==> src/rtl/btn_ctrl_pkg.sv <==
// -----------------------------------------------------------------------------
// btn_ctrl_pkg
// Shared types and constants for the button scan controller.
//   state_t   : output FSM state (IDLE, VALID)
//   id_w()    : width of a button index for a given button count
//   DEF_*     : default divider / debounce / long-press settings
// -----------------------------------------------------------------------------
package btn_ctrl_pkg;

    localparam int DEF_DIV_BITS   = 16;
    localparam int DEF_DEB_DEPTH  = 3;
    localparam int DEF_LONG_TICKS = 64;

    typedef enum logic {
        IDLE  = 1'b0,
        VALID = 1'b1
    } state_t;

    // Index width; never below 1 so a 2-button build still has a real port.
    function automatic int id_w(input int n);
        return (n <= 2) ? 1 : $clog2(n);
    endfunction

endpackage

==> src/rtl/btn_rr_arbiter.sv <==
// -----------------------------------------------------------------------------
// btn_rr_arbiter
// Combinational round-robin picker. Searches req starting at ptr+1 (mod N)
// upward with wrap and returns the first requesting index.
//   req    [N]    : request vector
//   ptr    [W]    : index granted last time (registered by the parent)
//   gnt_id [W]    : selected index (0 when nothing requests)
//   any           : at least one request is present
// -----------------------------------------------------------------------------
module btn_rr_arbiter
    import btn_ctrl_pkg::*;
#(
    parameter int  N = 4,
    localparam int W = id_w(N)
) (
    input  logic [N-1:0] req,
    input  logic [W-1:0] ptr,
    output logic [W-1:0] gnt_id,
    output logic         any
);

    logic [W-1:0] idx;

    always_comb begin
        gnt_id = '0;
        any    = 1'b0;
        idx    = '0;
        // k runs 1..N so ptr itself is considered last.
        for (int k = 1; k <= N; k++) begin
            idx = W'((int'(ptr) + k) % N);
            if (!any && req[idx]) begin
                any    = 1'b1;
                gnt_id = idx;
            end
        end
    end

endmodule

==> src/rtl/btn_scan_ctrl.sv <==
// -----------------------------------------------------------------------------
// btn_scan_ctrl
// Multi-button front end: shared sample tick, per-button debounce with
// hysteresis, press-edge event queue and a round-robin valid/ready event port.
//
// Ports:
//   sysclk       : system clock, all logic on rising edge
//   rst_n        : synchronous active-low reset
//   btn          : raw asynchronous button inputs
//   btn_level    : debounced levels
//   evt_valid    : event available
//   evt_ready    : consumer accepts event
//   evt_id       : index of the button that caused the event
//   evt_long     : event is a long press (always 0 without long-press support)
//   evt_ovf      : one-cycle pulse when a press merges into a pending event
//   dbg_state_o  : output FSM state
//
// Handshake: an event transfers on every rising edge where evt_valid and
// evt_ready are both 1; evt_id/evt_long stay stable while evt_valid is high
// and not yet accepted. evt_valid never drops without a transfer (except reset).
//
// Build option: define BTN_LONGPRESS_EN to add per-button hold counters that
// raise a second, long-press event after LONG_TICKS ticks of continuous hold.
// -----------------------------------------------------------------------------
module btn_scan_ctrl
    import btn_ctrl_pkg::*;
#(
    parameter int  N_BTN      = 4,
    parameter int  DIV_BITS   = DEF_DIV_BITS,
    parameter int  DEB_DEPTH  = DEF_DEB_DEPTH,
    parameter int  LONG_TICKS = DEF_LONG_TICKS,
    localparam int ID_W       = id_w(N_BTN)
) (
    input  logic             sysclk,
    input  logic             rst_n,
    input  logic [N_BTN-1:0] btn,
    output logic [N_BTN-1:0] btn_level,
    output logic             evt_valid,
    input  logic             evt_ready,
    output logic [ID_W-1:0]  evt_id,
    output logic             evt_long,
    output logic             evt_ovf,
    output state_t           dbg_state_o
);

    if (N_BTN < 2 || N_BTN > 16 || DEB_DEPTH < 2 || DEB_DEPTH > 8 || LONG_TICKS < 1)
    begin : g_param_check
        $error("btn_scan_ctrl: parameter out of range");
    end

    logic [DIV_BITS-1:0]  div_q;
    logic                 tick;
    logic [N_BTN-1:0]     sync1_q, sync2_q;
    logic [DEB_DEPTH-1:0] shreg_q [N_BTN];
    logic [N_BTN-1:0]     level_q, level_d, rise;
    logic [N_BTN-1:0]     pend_q, pend_d, lpend_q, lhit;
    logic [N_BTN-1:0]     gnt_onehot, clr_pend, clr_lpend;
    logic [ID_W-1:0]      gnt_id, ptr_q, evt_id_q;
    logic                 gnt_any, gnt_long, fire, ovf_d;
    state_t               state_q;
    logic                 evt_valid_q, evt_long_q, evt_ovf_q;

    assign tick = &div_q;

    // ---------------- divider, synchronizer, debounce ----------------
    always_ff @(posedge sysclk) begin
        if (!rst_n) begin
            div_q   <= '0;
            sync1_q <= '0;
            sync2_q <= '0;
            level_q <= '0;
            for (int i = 0; i < N_BTN; i++) shreg_q[i] <= '0;
        end else begin
            div_q   <= div_q + 1'b1;
            sync1_q <= btn;
            sync2_q <= sync1_q;
            if (tick) begin
                for (int i = 0; i < N_BTN; i++)
                    shreg_q[i] <= {shreg_q[i][DEB_DEPTH-2:0], sync2_q[i]};
            end
            level_q <= level_d;
        end
    end

    // Hysteresis: only a full window of equal samples moves the level.
    always_comb begin
        level_d = level_q;
        for (int i = 0; i < N_BTN; i++) begin
            if (&shreg_q[i])       level_d[i] = 1'b1;
            else if (~|shreg_q[i]) level_d[i] = 1'b0;
        end
    end

    assign rise = level_d & ~level_q;

    // ---------------- arbitration ----------------
    btn_rr_arbiter #(.N(N_BTN)) u_arb (
        .req    (pend_q | lpend_q),
        .ptr    (ptr_q),
        .gnt_id (gnt_id),
        .any    (gnt_any)
    );

    // A new grant is taken from IDLE, or on the accept edge in VALID.
    assign fire       = gnt_any & ((state_q == IDLE) | evt_ready);
    assign gnt_onehot = N_BTN'(1) << gnt_id;
    assign clr_pend   = (fire && !gnt_long) ? gnt_onehot : '0;
    assign clr_lpend  = (fire &&  gnt_long) ? gnt_onehot : '0;

    // Set wins over the clearing grant; that case is not an overflow.
    assign pend_d = (pend_q & ~clr_pend) | rise;
    assign ovf_d  = (|(rise & pend_q & ~clr_pend)) | (|(lhit & lpend_q & ~clr_lpend));

`ifdef BTN_LONGPRESS_EN
    localparam int                CNT_W   = $clog2(LONG_TICKS + 1);
    localparam logic [CNT_W-1:0]  CNT_MAX = CNT_W'(LONG_TICKS);
    localparam logic [CNT_W-1:0]  CNT_HIT = CNT_W'(LONG_TICKS - 1);

    logic [CNT_W-1:0] lcnt_q [N_BTN];

    // The counter saturates at LONG_TICKS, so the hit fires once per hold.
    always_comb begin
        lhit = '0;
        for (int i = 0; i < N_BTN; i++)
            lhit[i] = tick & level_q[i] & (lcnt_q[i] == CNT_HIT);
    end

    always_ff @(posedge sysclk) begin
        if (!rst_n) begin
            lpend_q <= '0;
            for (int i = 0; i < N_BTN; i++) lcnt_q[i] <= '0;
        end else begin
            lpend_q <= (lpend_q & ~clr_lpend) | lhit;
            for (int i = 0; i < N_BTN; i++) begin
                if (!level_q[i])
                    lcnt_q[i] <= '0;
                else if (tick && lcnt_q[i] != CNT_MAX)
                    lcnt_q[i] <= lcnt_q[i] + 1'b1;
            end
        end
    end

    // Short event of a button drains before its long event.
    assign gnt_long = ~pend_q[gnt_id];
`else
    assign lpend_q  = '0;
    assign lhit     = '0;
    assign gnt_long = 1'b0;
`endif

    // ---------------- output FSM ----------------
    always_ff @(posedge sysclk) begin
        if (!rst_n) begin
            state_q     <= IDLE;
            ptr_q       <= ID_W'(N_BTN - 1);
            pend_q      <= '0;
            evt_valid_q <= 1'b0;
            evt_id_q    <= '0;
            evt_long_q  <= 1'b0;
            evt_ovf_q   <= 1'b0;
        end else begin
            pend_q    <= pend_d;
            evt_ovf_q <= ovf_d;
            case (state_q)
                IDLE: begin
                    if (gnt_any) begin
                        state_q     <= VALID;
                        evt_valid_q <= 1'b1;
                        evt_id_q    <= gnt_id;
                        evt_long_q  <= gnt_long;
                        ptr_q       <= gnt_id;
                    end
                end
                VALID: begin
                    if (evt_ready) begin
                        if (gnt_any) begin
                            // back-to-back: next event loads on the accept edge
                            evt_id_q   <= gnt_id;
                            evt_long_q <= gnt_long;
                            ptr_q      <= gnt_id;
                        end else begin
                            state_q     <= IDLE;
                            evt_valid_q <= 1'b0;
                        end
                    end
                end
                default: begin
                    state_q     <= IDLE;
                    evt_valid_q <= 1'b0;
                end
            endcase
        end
    end

    assign btn_level   = level_q;
    assign evt_valid   = evt_valid_q;
    assign evt_id      = evt_id_q;
    assign evt_long    = evt_long_q;
    assign evt_ovf     = evt_ovf_q;
    assign dbg_state_o = state_q;

endmodule
==> config.mk <==
export PLATFORM = sky130hd
export DESIGN_NAME = btn_scan_ctrl
export DESIGN_NICKNAME = d
export VERILOG_FILES = /design/src/rtl/btn_ctrl_pkg.sv /design/src/rtl/btn_rr_arbiter.sv /design/src/rtl/btn_scan_ctrl.sv
export SDC_FILE = /design/constraint.sdc
export NUM_CORES = 1
export LEC_CHECK = 0
export ABC_AREA = 1
export CAP_MARGIN = 20
export CORE_MARGIN = 1
export CORE_UTILIZATION = 50
export DETAILED_ROUTE_END_ITERATION = 12
export GPL_ROUTABILITY_DRIVEN = 0
export PLACE_DENSITY = 0.8
export SETUP_SLACK_MARGIN = 0.05
export SLEW_MARGIN = 20
export SYNTH_ARGS = -nofsm -noshare
export SYNTH_HDL_FRONTEND = slang
export SYNTH_SLANG_ARGS = --single-unit
==> constraint.sdc <==
create_clock -name sysclk -period 6.6 [get_ports sysclk]
set_clock_uncertainty 0.1 [all_clocks]
set_input_delay 1.32 -clock sysclk [delete_from_list [all_inputs] [get_ports sysclk]]
set_output_delay 1.32 -clock sysclk [all_outputs]
set_load 0.05 [all_outputs]
# --- Word-level counts from Yosys, hierarchy flattened ---
# Memory sizes are Yosys's and may differ from the RTL's.
# Cells that the tools add are included.
totals:
  regBits: 40
  latch_bits: 0
  mem_bits_rw: 12
  mem_bits_ro: 0
  input_bits: 7
  out_inout_bits: 10
  word_cells: 105
  mem_count: 1
mem_list:
  columns: ["name", "words", "word_bits", "rd", "rd_ports_with_merged_regs", "wr", "line_no", "rtl"]
  rows:
  - ["shreg_q", 4, 3, 4, 0, 4, "btn_scan_ctrl.sv:54", "logic [DEB_DEPTH-1:0] shreg_q [N_BTN];"]
classes:
  add_sub_neg: 5
  n_mul: 0
  n_div: 0
  order_cmp: 4
  n_eq_ne: 3
  shift: 1
  mux: 49
  bitwise: 14
  n_reduce_logical: 17
op_table:
  columns: ["operator", "count"]
  rows:
  - ["two-way mux 1 bit", 27]
  - ["adder 16 x 1 -> 16 bit, second input constant", 1]
  - ["bitwise AND 4 bit", 4]
  - ["two-way mux 2 bit", 8]
  - ["AND reduction 16 bit", 1]
  - ["AND reduction 3 bit", 5]
  - ["less-than comparator 2 x 3 -> 1 bit, second input constant", 4]
  - ["two-way mux 3 bit", 4]
  - ["OR reduction 3 bit", 4]
  - ["binary-select mux 1 bit (select 2 bit)", 4]
  - ["inverter 4 bit", 2]
  - ["case mux 2 bit (2 select lines)", 2]
  - ["!= test 2 bit, second input constant", 3]
  - ["case mux 1 bit (2 select lines)", 3]
  - ["bitwise OR 1 bit", 5]
  - ["adder 2 x 1 -> 2 bit, second input constant", 2]
  - ["adder 2 bit, second input constant", 2]
  - ["two-way mux 4 bit", 1]
  - ["bitwise OR 4 bit", 1]
  - ["OR reduction 4 bit", 1]
  - ["left shift 1 x 2 -> 4 bit, first input constant", 1]
  - ["logical AND 1 bit", 3]
  - ["zero test 1 bit", 3]
  - ["bitwise AND 1 bit", 1]
  - ["inverter 1 bit", 1]

# --- Logic depth before layout (Yosys ltp) ---
logic_depth:
  ltp_word: 18
  ltp_mapped: 16
  mapped_depth_nobuf: 15

# --- Modules after synthesis ---
# Synthesis repeated with hierarchy kept, for this count alone.
hier_totals:
  hier_cells: 303
  hier_area_um2: 2362.3
modules_own_cells:
  columns: ["module", "instances", "cells_each", "area_per_inst_um2", "seq_area_each_um2"]
  rows:
  - ["btn_scan_ctrl", 1, 251, 2090.8, 1141.1]
  - ["btn_rr_arbiter", 1, 52, 271.5, 0.0]

# --- Worst setup path after synthesis ---
# OpenSTA, ideal clock, no wires.
synth_timing:
  path_kind: "register to register"
  start: "reg div_q[0]"
  end: "mem shreg_q[0][0] (netlist bit), enable pin"
  setup_time_ns: 0.398
  arrival_ns: 2.172
  t_required_ns: 6.102
  setup_slack_ns: 3.930
  stages_incl_launch_ff: 10
  path_buffers: 0
  synth_period_minus_slack_ns: 2.670
  path_cell_list: "dfxtp_1 > ha_1 > nand2_1 > nor3_2 > inv_1 > nor2_2 > inv_2 > nor4_4 > nand2_1 > o21ai_0"
synth_lines:
  columns: ["element", "line_no", "rtl"]
  rows:
  - ["from (decl)", "btn_scan_ctrl.sv:51", "logic [DIV_BITS-1:0] div_q;"]
  - ["from (signal assigned)", "btn_scan_ctrl.sv:74", "div_q <= div_q + 1'b1;"]
  - ["to (decl)", "btn_scan_ctrl.sv:54", null]

==> results.yml <==
cells_and_area:
  fin_nets: 323
  fill_cells: 395
  fin_cells: 368
  final_core_util_pct: 59.04
  drive_gt1_share_pct: 14.87
  antenna_cells: 0
  synthToLayoutAreaGrowth_pct: 11.48
floorplanning:
  io_pins: 17
  core-area_um2: 4444
  die_area_um2: 4985
  die_w_um: 70.61
  die_h_um: 70.61
  initial_core_util_pct: 52.96
  rows: 24
grt:
  grt_max_degree: 24
  overflow: 0
  grt_pass1_wl_um: 6582
  grt_pass1_vias: 1566
  antenna_found_initial: 0
  track_usage_pct: 16.89
placement:
  io_buffers: 15
  hpwl_um: 2813
  dp_slack_ns: 3.058
  dp.cells: 360
clock_network:
  cts.reportedPaths.clkPinSlew_ns: 0.09
  cts-resized-gates: 0
  htree_levels: 2
  root_buffer: "clkbuf_8"
  cts_setup_buffers: 0
  cts_buffers: 5
  cts_tree: "done"
  cts_buffer_depth: 2
  worstSkewPairLatency_ns: 0.31
  cts_sinks: 51
  cts_hold_buffers: 0
sta:
  setup_tns_ns: 0
  period_needed_ns: 3.187
  setup_slack_ns: 3.413
  whs_ns: 0.3228
  final_hold_viol_count: 0
  setup_viol: 0
  fin_crit_sh_pct: 48.29
  rsz0062_at_grt: "false"
  worst_slew_pin_slew_ns: 0.7248
  relSlewSlack_pct: 51.53
  slew_viol_final: 0
  fmaxAchievable_ghz: 0.3138
yosys:
  netlist_area_um2: 2354
  synth_top_area_cell: "dfxtp_1"
  ys_seq_elements: 51
  synth_area_leaders: "dfxtp_1, edfxtp_1, nand2_1"
  synthCells: 298
  synth_fp_nets: 306
  ys.flop_type: "dfxtp_1"
  async_flop_share_pct: 0
  synth.avg_cell_area_um2: 7.898
  synth-seq-area-share_pct: 48.48
  synth_cell_types: 35
  synth-edff-count: 12
  netlist.area_leader.share_pct: 33.17
  synth_warnings: 0
setup_path:
  crit_path_max_fanout: 23
  reg2regPathDepth: 10
  end_kind: "flip-flop"
  reg2reg_to: "shreg_q[0][2]"
  critPathKind: "primary input to flip-flop"
  cp.required_ns: 6.76
  r2r-start: "div_q[0]"
  r2r_slack_ns: 4.40
  cp.arrival_ns: 3.35
  start_kind: "primary input"
status:
  outcome: "complete, no violations"
routing:
  drt_first_pass_iters: 4
  viasPerCell: 4.796
  drt_iter0_markers: 85
  wl_per_cell_um: 10.13
  vias: 1765
  wirelength_um: 3726
  drtAntennaViolNets: 0
  drc_errors: 0
hold_path:
  min_path_cells: 2
  hold_end: "sync2_q[1]"
  hp-class: "flip-flop to flip-flop"
  min_from: "sync1_q[1]"
power_and_ir_drop:
  peakVddDrop_mv: 0.1372
  powerDensity_nw_per_um2: 322.4
  leakagePower_nw: 1.139
run:
  drv_cap: 0
==> registers in the layout, summed over array words and instances (netlist names) <==
register	cells
btn_level	4
dbg_state_o	1
div_q	16
evt_id	2
evt_ovf	1
evt_valid	1
pend_q	4
ptr_q	2
shreg_q	12
sync1_q	4
sync2_q	4
==> final cells by class <==
type / count / area [um^2] / share of cell area [%]
clock buffer: 6 / 72.57 / 2.766
clock inverter: 2 / 16.27 / 0.6199
sequential: 51 / 1141 / 43.49
multi-input combinational: 183 / 948.4 / 36.15
timing repair buffer: 16 / 157.7 / 6.009
inverter: 58 / 222.7 / 8.488
tap: 52 / 65.06 / 2.480
==> placed cells by master, fill, tap and decap left out, types with 12 or more instances in the layout <==
| master | count |
|---|---|
| edfxtp_1 | 12 |
| nor2_1 | 35 |
| nand2_2 | 14 |
| a21oi_1 | 18 |
| dfxtp_1 | 39 |
| inv_1 | 50 |
| nand3_1 | 14 |
| nand2_1 | 52 |
| clkdlybuf4s50_1 | 15 |
==> per-layer routing <==
layer	global-route usage, %	vias up	wire [um]
li1	-	957	-
met5	0	-	0
met1	20.28	780	1757
met2	28.59	21	1794
met4	8.667	0	79
met3	3.846	7	94
==> how the worst max path moves through the flow <==
stage	start	to	slack, ns
after detailed placement	rst_n	div_q[4]	3.06
final	rst_n	div_q[4]	3.41
after global routing	rst_n	div_q[9]	3.17
after CTS	rst_n	div_q[4]	3.38
after global placement	rst_n	div_q[4]	3.08
after floorplan	div_q[0]	shreg_q[0][0]	3.93
==> cell families (layout without fill, tap and decap cells) <==
family	after synthesis	count (layout)	share of synthesized area, %
AOI/OAI and AO/OA	36	36	8.560
xor gates and xnor gates	1	1	0.3722
adders and majority gates	1	1	0.5315
buffers and inverters	64	82	11.22
DFF	51	51	48.49
other	1	1	0.1593
and+or+nand+nor	144	144	30.68
==> where the power goes <==
group,internal [mW],switching [mW],total (mW)
Combinational,0.0973,0.197,0.294
Clock,0.0762,0.104,0.181
Sequential,0.346,0.0247,0.371
==> Yosys cell counts (2+ instances only) <==
cell type / count
a211oi_1: 2
a21oi_1: 18
buf_6: 2
clkbuf_1: 3
dfxtp_1: 39
edfxtp_1: 12
inv_1: 50
inv_2: 6
nand2_1: 52
nand2_2: 14
nand2_4: 3
nand3_1: 14
nand4_1: 2
nor2_1: 35
nor2_2: 5
nor3_1: 10
o211ai_1: 2
o21ai_0: 10
or2_2: 3
==> metrics by stage <==
step	total power [mW]	instance area, um^2
6_report	0.8459	2624
5_1_grt	0.8986	2624
4_1_cts	0.8525	2624
3_3_place_gp	0.6692	2535
2_1_floorplan	0.6143	2354
3_5_place_dp	0.6748	2535
==> critical path, cell delays in order <==
cell	delay [ns]
clkdlybuf4s50_1	0.94
clkinv_1	0.66
a21oi_1	0.29
o21a_1	0.14
No activity file was read; power rests on OpenSTA's default activity.
==> RTL edit 1: new RTL, config.mk and constraints unchanged <==
Build with the macro `BTN_LONGPRESS_EN` defined.
--- a/src/rtl/btn_scan_ctrl.sv
+++ b/src/rtl/btn_scan_ctrl.sv
@@ -22,6 +22,8 @@
 // Build option: define BTN_LONGPRESS_EN to add per-button hold counters that
 // raise a second, long-press event after LONG_TICKS ticks of continuous hold.
 // -----------------------------------------------------------------------------
+`define BTN_LONGPRESS_EN
+
 module btn_scan_ctrl
     import btn_ctrl_pkg::*;
 #(
Function: no difference found for any inputs over 4 cycles, from zero or initial values and one cycle with rst_n low; that may be too few to reach the edited logic, so the function may still have changed.
==> RTL edit 1 against the unedited design <==
- first-iteration DRC count increased by 130%
- total power is 78% higher
- synthesized cell count rose by 76%
- worst setup slack improved by 88 ps
- synthesized area grew 77%
- final cell count up 77%
- sequential cell count up 33
- cell area rose by 77%
- routed wire length increased by 99%
- utilization shrank 0.28 points
- critical endpoint is now lcnt_q[3][6]
- largest cell class unchanged
- largest power group unchanged
==> RTL edit 1: results (changes against the unedited design) <==
- Status: finished, final reports clean
- Hold wc startpoint: sync1_q[2]
- P_leak: 0.00188 uW (+65%)
- Placed Instances: 634 (+76%)
- Fillers: 685 (+73%)
- Switching power: 571 uW (+75%)
- Seq/Total Area, Yosys: 50.1% (+1.6 points)
- EDFF count, synth: 40 (+28)
- DR pass1 iterations: 5 (+1)
- Critical R2R Capture: lcnt_q[3][6]
- DRT Wirelength: 7.41 mm (+99%)
- Top post-synthesis cells by area: edfxtp_1 29%, dfxtp_1 21%, nand2_1 9.9%
- Synth unique cells: 33 (-5.7%)
- Worst Path Arrival: 2990 ps (-360 ps)
- Area after DPL: 0.00442 mm2 (+74%)
- Clock Latency Late Sink: 360 ps (+50 ps)
- Synth cell count leaders: 110 x nand2_1, 84 x nor2_1, 81 x inv_1
- Hold Path Sink: sync2_q[2]
- Iteration-0 DRC Markers: 193 (+130%)
- Post-place setup slack: 3110 ps (+48.5 ps)
- R2R cell count: 15 (+5)
- Max H-tree Level: 3 (+1)
- Layout cells sized above 1: 8.21% (-6.7 points)
- Post-Syn Nets: 539 (+76%)
- Slew headroom: 34.8% (-17 points)
- Nets: 559 (+73%)
- Largest net degree at the start of global routing: 25 (+4.2%)
## RTL edit 1: changes by cell type after synthesis, moves of 4 or more
cell,change
nor3b_1,+4
nand2_2,-5
ha_1,+8
inv_1,+31
a21oi_1,+9
nand3_1,+23
dfxtp_1,+5
nor2_1,+49
nand4_1,+10
nor3b_2,+4
inv_2,-4
edfxtp_1,+28
nand2_1,+58
## RTL edit 1: power groups by stage
stage | combinational [uW] | sequential [uW] | clock (uW)
after global routing | 569 | 610 | 431
final | 505 | 604 | 400
after global placement | 490 | 615 | 0
after detailed placement | 496 | 616 | 0
after CTS | 498 | 604 | 409
after floorplan | 359 | 650 | 0
## RTL edit 1: how the worst max path moves through the flow
stage	startpoint	to	slack, ps	depth (start not counted)
3_3_place_gp	rst_n	lcnt_q[1][0]	3170	4
3_5_place_dp	rst_n	lcnt_q[1][0]	3110	4
2_1_floorplan	rst_n	shreg_q[0][0]	3780	4
6_report	div_q[0]	lcnt_q[3][6]	3500	15
5_1_grt	div_q[1]	lcnt_q[3][6]	3220	15
4_1_cts	div_q[0]	lcnt_q[3][6]	3440	15
## RTL edit 1: area by class of cell
cell class	instances	area (um2)	share of cell area, %
Multi-Input combinational cell	347	1730	37.3
Inverter	84	315	6.80
Sequential cell	84	2080	44.9
Timing Repair Buffer	17	168	3.62
Clock buffer	10	128	2.75
Clock inverter	6	87.6	1.89
Tap cell	102	128	2.75
## RTL edit 1: per-stage QoR
| stage | power (uW) | utilization, % |
|---|---|---|
| 2_1_floorplan | 1010 | - |
| 3_3_place_gp | 1100 | 56.0 |
| 3_5_place_dp | 1110 | 56.0 |
| 4_1_cts | 1510 | 58.8 |
| 5_1_grt | 1610 | 58.8 |
| 6_report | 1510 | 58.8 |
## RTL edit 1: kinds of logic (layout without fill, tap and decap cells)
kind of cell | count (synthesis) | in the layout | synth area share [%]
compound gates | 49 | 49 | 6.56
buf+inv | 92 | 117 | 8.37
xor+xnor | 7 | 7 | 1.48
flops | 84 | 84 | 50.1
fa+ha+maj | 9 | 9 | 2.71
simple gates | 282 | 282 | 30.8
## RTL edit 1: layer usage
layer	track usage, %	part of all wire (%)	vias up
li1	-	-	1714
met2	31.1	46	67
met3	4.39	3.5	12
met1	24.8	48	1471
met5	0	0	-
met4	8.85	2.1	0
## RTL edit 1: worst max-delay path: stages, from the launching register on
cell	delay, ps
dfxtp_1	360
ha_1	190
nand2_2	80
nor2_4	90
nand2_1	60
nor2_2	130
nand2_2	80
nor2_4	110
nand2_2	70
nor2_2	110
nand2_1	100
nor2_2	120
nand2_2	100
nor3_4	150
nand2_2	110
o21ai_0	770
==> RTL edit 2: new RTL, same flow settings <==
Without the edit above. The output `evt_ovf` loses its register stage (`evt_ovf_q` becomes a continuous assignment).
--- a/src/rtl/btn_scan_ctrl.sv
+++ b/src/rtl/btn_scan_ctrl.sv
@@ -157,10 +157,8 @@
             evt_valid_q <= 1'b0;
             evt_id_q    <= '0;
             evt_long_q  <= 1'b0;
-            evt_ovf_q   <= 1'b0;
         end else begin
             pend_q    <= pend_d;
-            evt_ovf_q <= ovf_d;
             case (state_q)
                 IDLE: begin
                     if (gnt_any) begin
@@ -192,6 +190,8 @@
         end
     end
 
+    assign evt_ovf_q = ovf_d;
+
     assign btn_level   = level_q;
     assign evt_valid   = evt_valid_q;
     assign evt_id      = evt_id_q;
Function: no difference found for any inputs over 10 cycles, from zero or initial values and one cycle with rst_n low; that may be too few to reach the edited logic, so the function may still have changed.
==> RTL edit 2 against the unedited design <==
- total power is 7.3% higher
- sequential power fell by 2%
- worst setup slack got worse by 1600 ps
- sequential cell count shrank 1
- clock power up 17%
- die area grew 3.8%
- critical path depth increased by 6
- cell area rose by 4.6%
- largest cell class unchanged
- critical endpoint is now evt_ovf
- routed wire length up 6.6%
- global-route usage increased by 0.15 points
- synthesized area rose by 3.9%
- register-to-register slack got worse by 70 ps
==> RTL edit 2: results (changes against the unedited design) <==
- Worst Hold Depth: 2 (unchanged)
- Synth cell count leaders: 59 x nand2_1, 49 x inv_1, 38 x dfxtp_1
- Iteration-0 DRC Markers: 44 (-48%)
- EDFF count, synth: 12 (unchanged)
- Worst Path Arrival: 3340 ps (about the same)
- Global-route wire length before repair: 6.87 mm (+4.3%)
- Total number of vias: 1883 (+6.7%)
- Top post-synthesis cells by area: dfxtp_1 31%, edfxtp_1 15%, nand2_1 9.1%
- Final HPWL DP: 2.94 mm (+4.4%)
- Top routing layer used: met4
- Met3 WL: 81 um (-14%)
- Slew headroom: 46.8% (-4.8 points)
- Met1 Usage GRT: 18.9% (-1.4 points)
- VDD IR max: 0.000179 V (+31%)
- Hold wc startpoint: sync1_q[2]
- DR pass1 iterations: 4 (unchanged)
- Seq/Total Area, Yosys: 45.8% (-2.7 points)
- Asr flop ratio synth: 0% (unchanged)
- Nets: 334 (+3.4%)
- Critical R2R Capture: shreg_q[0][1]
- Area after DPL: 0.00263 mm2 (+3.8%)
- Clk slew on worst S/H paths: 90 ps (about the same)
- Top flop regs: div_q (16), shreg_q (12)
- Layout cells sized above 1: 15.6% (+0.72 points)
- CTS Buf Count: 5 (unchanged)
- Ant diodes: 0 (unchanged)
- Worst hold path class: reg2reg
- Largest net degree at the start of global routing: 26 (+8.3%)
- GRT Total Usage: 17.0% (+0.15 points)
- Routed wl met2: 2.08 mm (+16%)
- Hold Path Sink: sync2_q[2]
- Met2 Resource Use GR: 30.8% (+2.2 points)
- Crit path max fanout: 6 (-74%)
- Status: finished, final reports clean
- Vias in the first global route: 1684 (+7.5%)
- Post-Syn Nets: 318 (+3.9%)
- DRT Wirelength: 3.97 mm (+6.6%)
- P_leak: 0.00123 uW (+7.9%)
- R2R Setup Slk: 4330 ps (-70 ps)
- M3 GR Usage: 3.75% (-0.096 points)
- Met1 WL: 1.74 mm (-1.1%)
- Post-place setup slack: 1850 ps (-1210 ps)
- Clock Latency Late Sink: 300 ps
## RTL edit 2: area by class of cell
type,instances,area (um2)
Fill cell,421,1980
Sequential cell,50,1120
Multi-Input combinational cell,198,1060
Inverter,55,209
Timing Repair Buffer,16,158
Tap cell,67,83.8
Clock buffer,5,68.8
Clock inverter,3,45.0
## RTL edit 2: power by group
group | leakage, uW | internal (uW) | switching, uW
Clock | 0.0000504 | 113 | 98.1
Sequential | 0.000425 | 339 | 24.9
Combinational | 0.000754 | 110 | 224
## RTL edit 2: cells by family after synthesis
| kind of cell | share of synthesized area [%] |
|---|---|
| and+or+nand+nor | 35.2 |
| DFF | 45.8 |
| adders and majority gates | 0.511 |
| AOI/OAI and AO/OA | 7.06 |
| xor gates and xnor gates | 0.358 |
| other | 0.153 |
| buffers and inverters | 10.8 |
## RTL edit 2: how the worst max path moves through the flow
stage / from / slack [ps] / cells past startpoint / to
after floorplan: evt_ready / 2830 / 8 / evt_ovf
after global placement: evt_ready / 1850 / 10 / evt_ovf
after detailed placement: evt_ready / 1850 / 10 / evt_ovf
after CTS: evt_ready / 1840 / 10 / evt_ovf
after global routing: evt_ready / 1720 / 10 / evt_ovf
final: evt_ready / 1840 / 10 / evt_ovf
## RTL edit 2: per-stage QoR
step | cells | hold slack, ps
3_3_place_gp | 386 | 294
2_1_floorplan | 310 | 290
6_report | 394 | 319
4_1_cts | 394 | 318
5_1_grt | 394 | 344
3_5_place_dp | 386 | 297
## RTL edit 2: worst max-delay path, cell delays in order
cell and delay, ps:
clkdlybuf4s50_1 390, or2_2 310, nand2_2 100, inv_2 70, nand2_4 90, nor2_1 50, nor2_1 80, nor2_1 50
nand2_1 80, clkdlybuf4s50_1 800
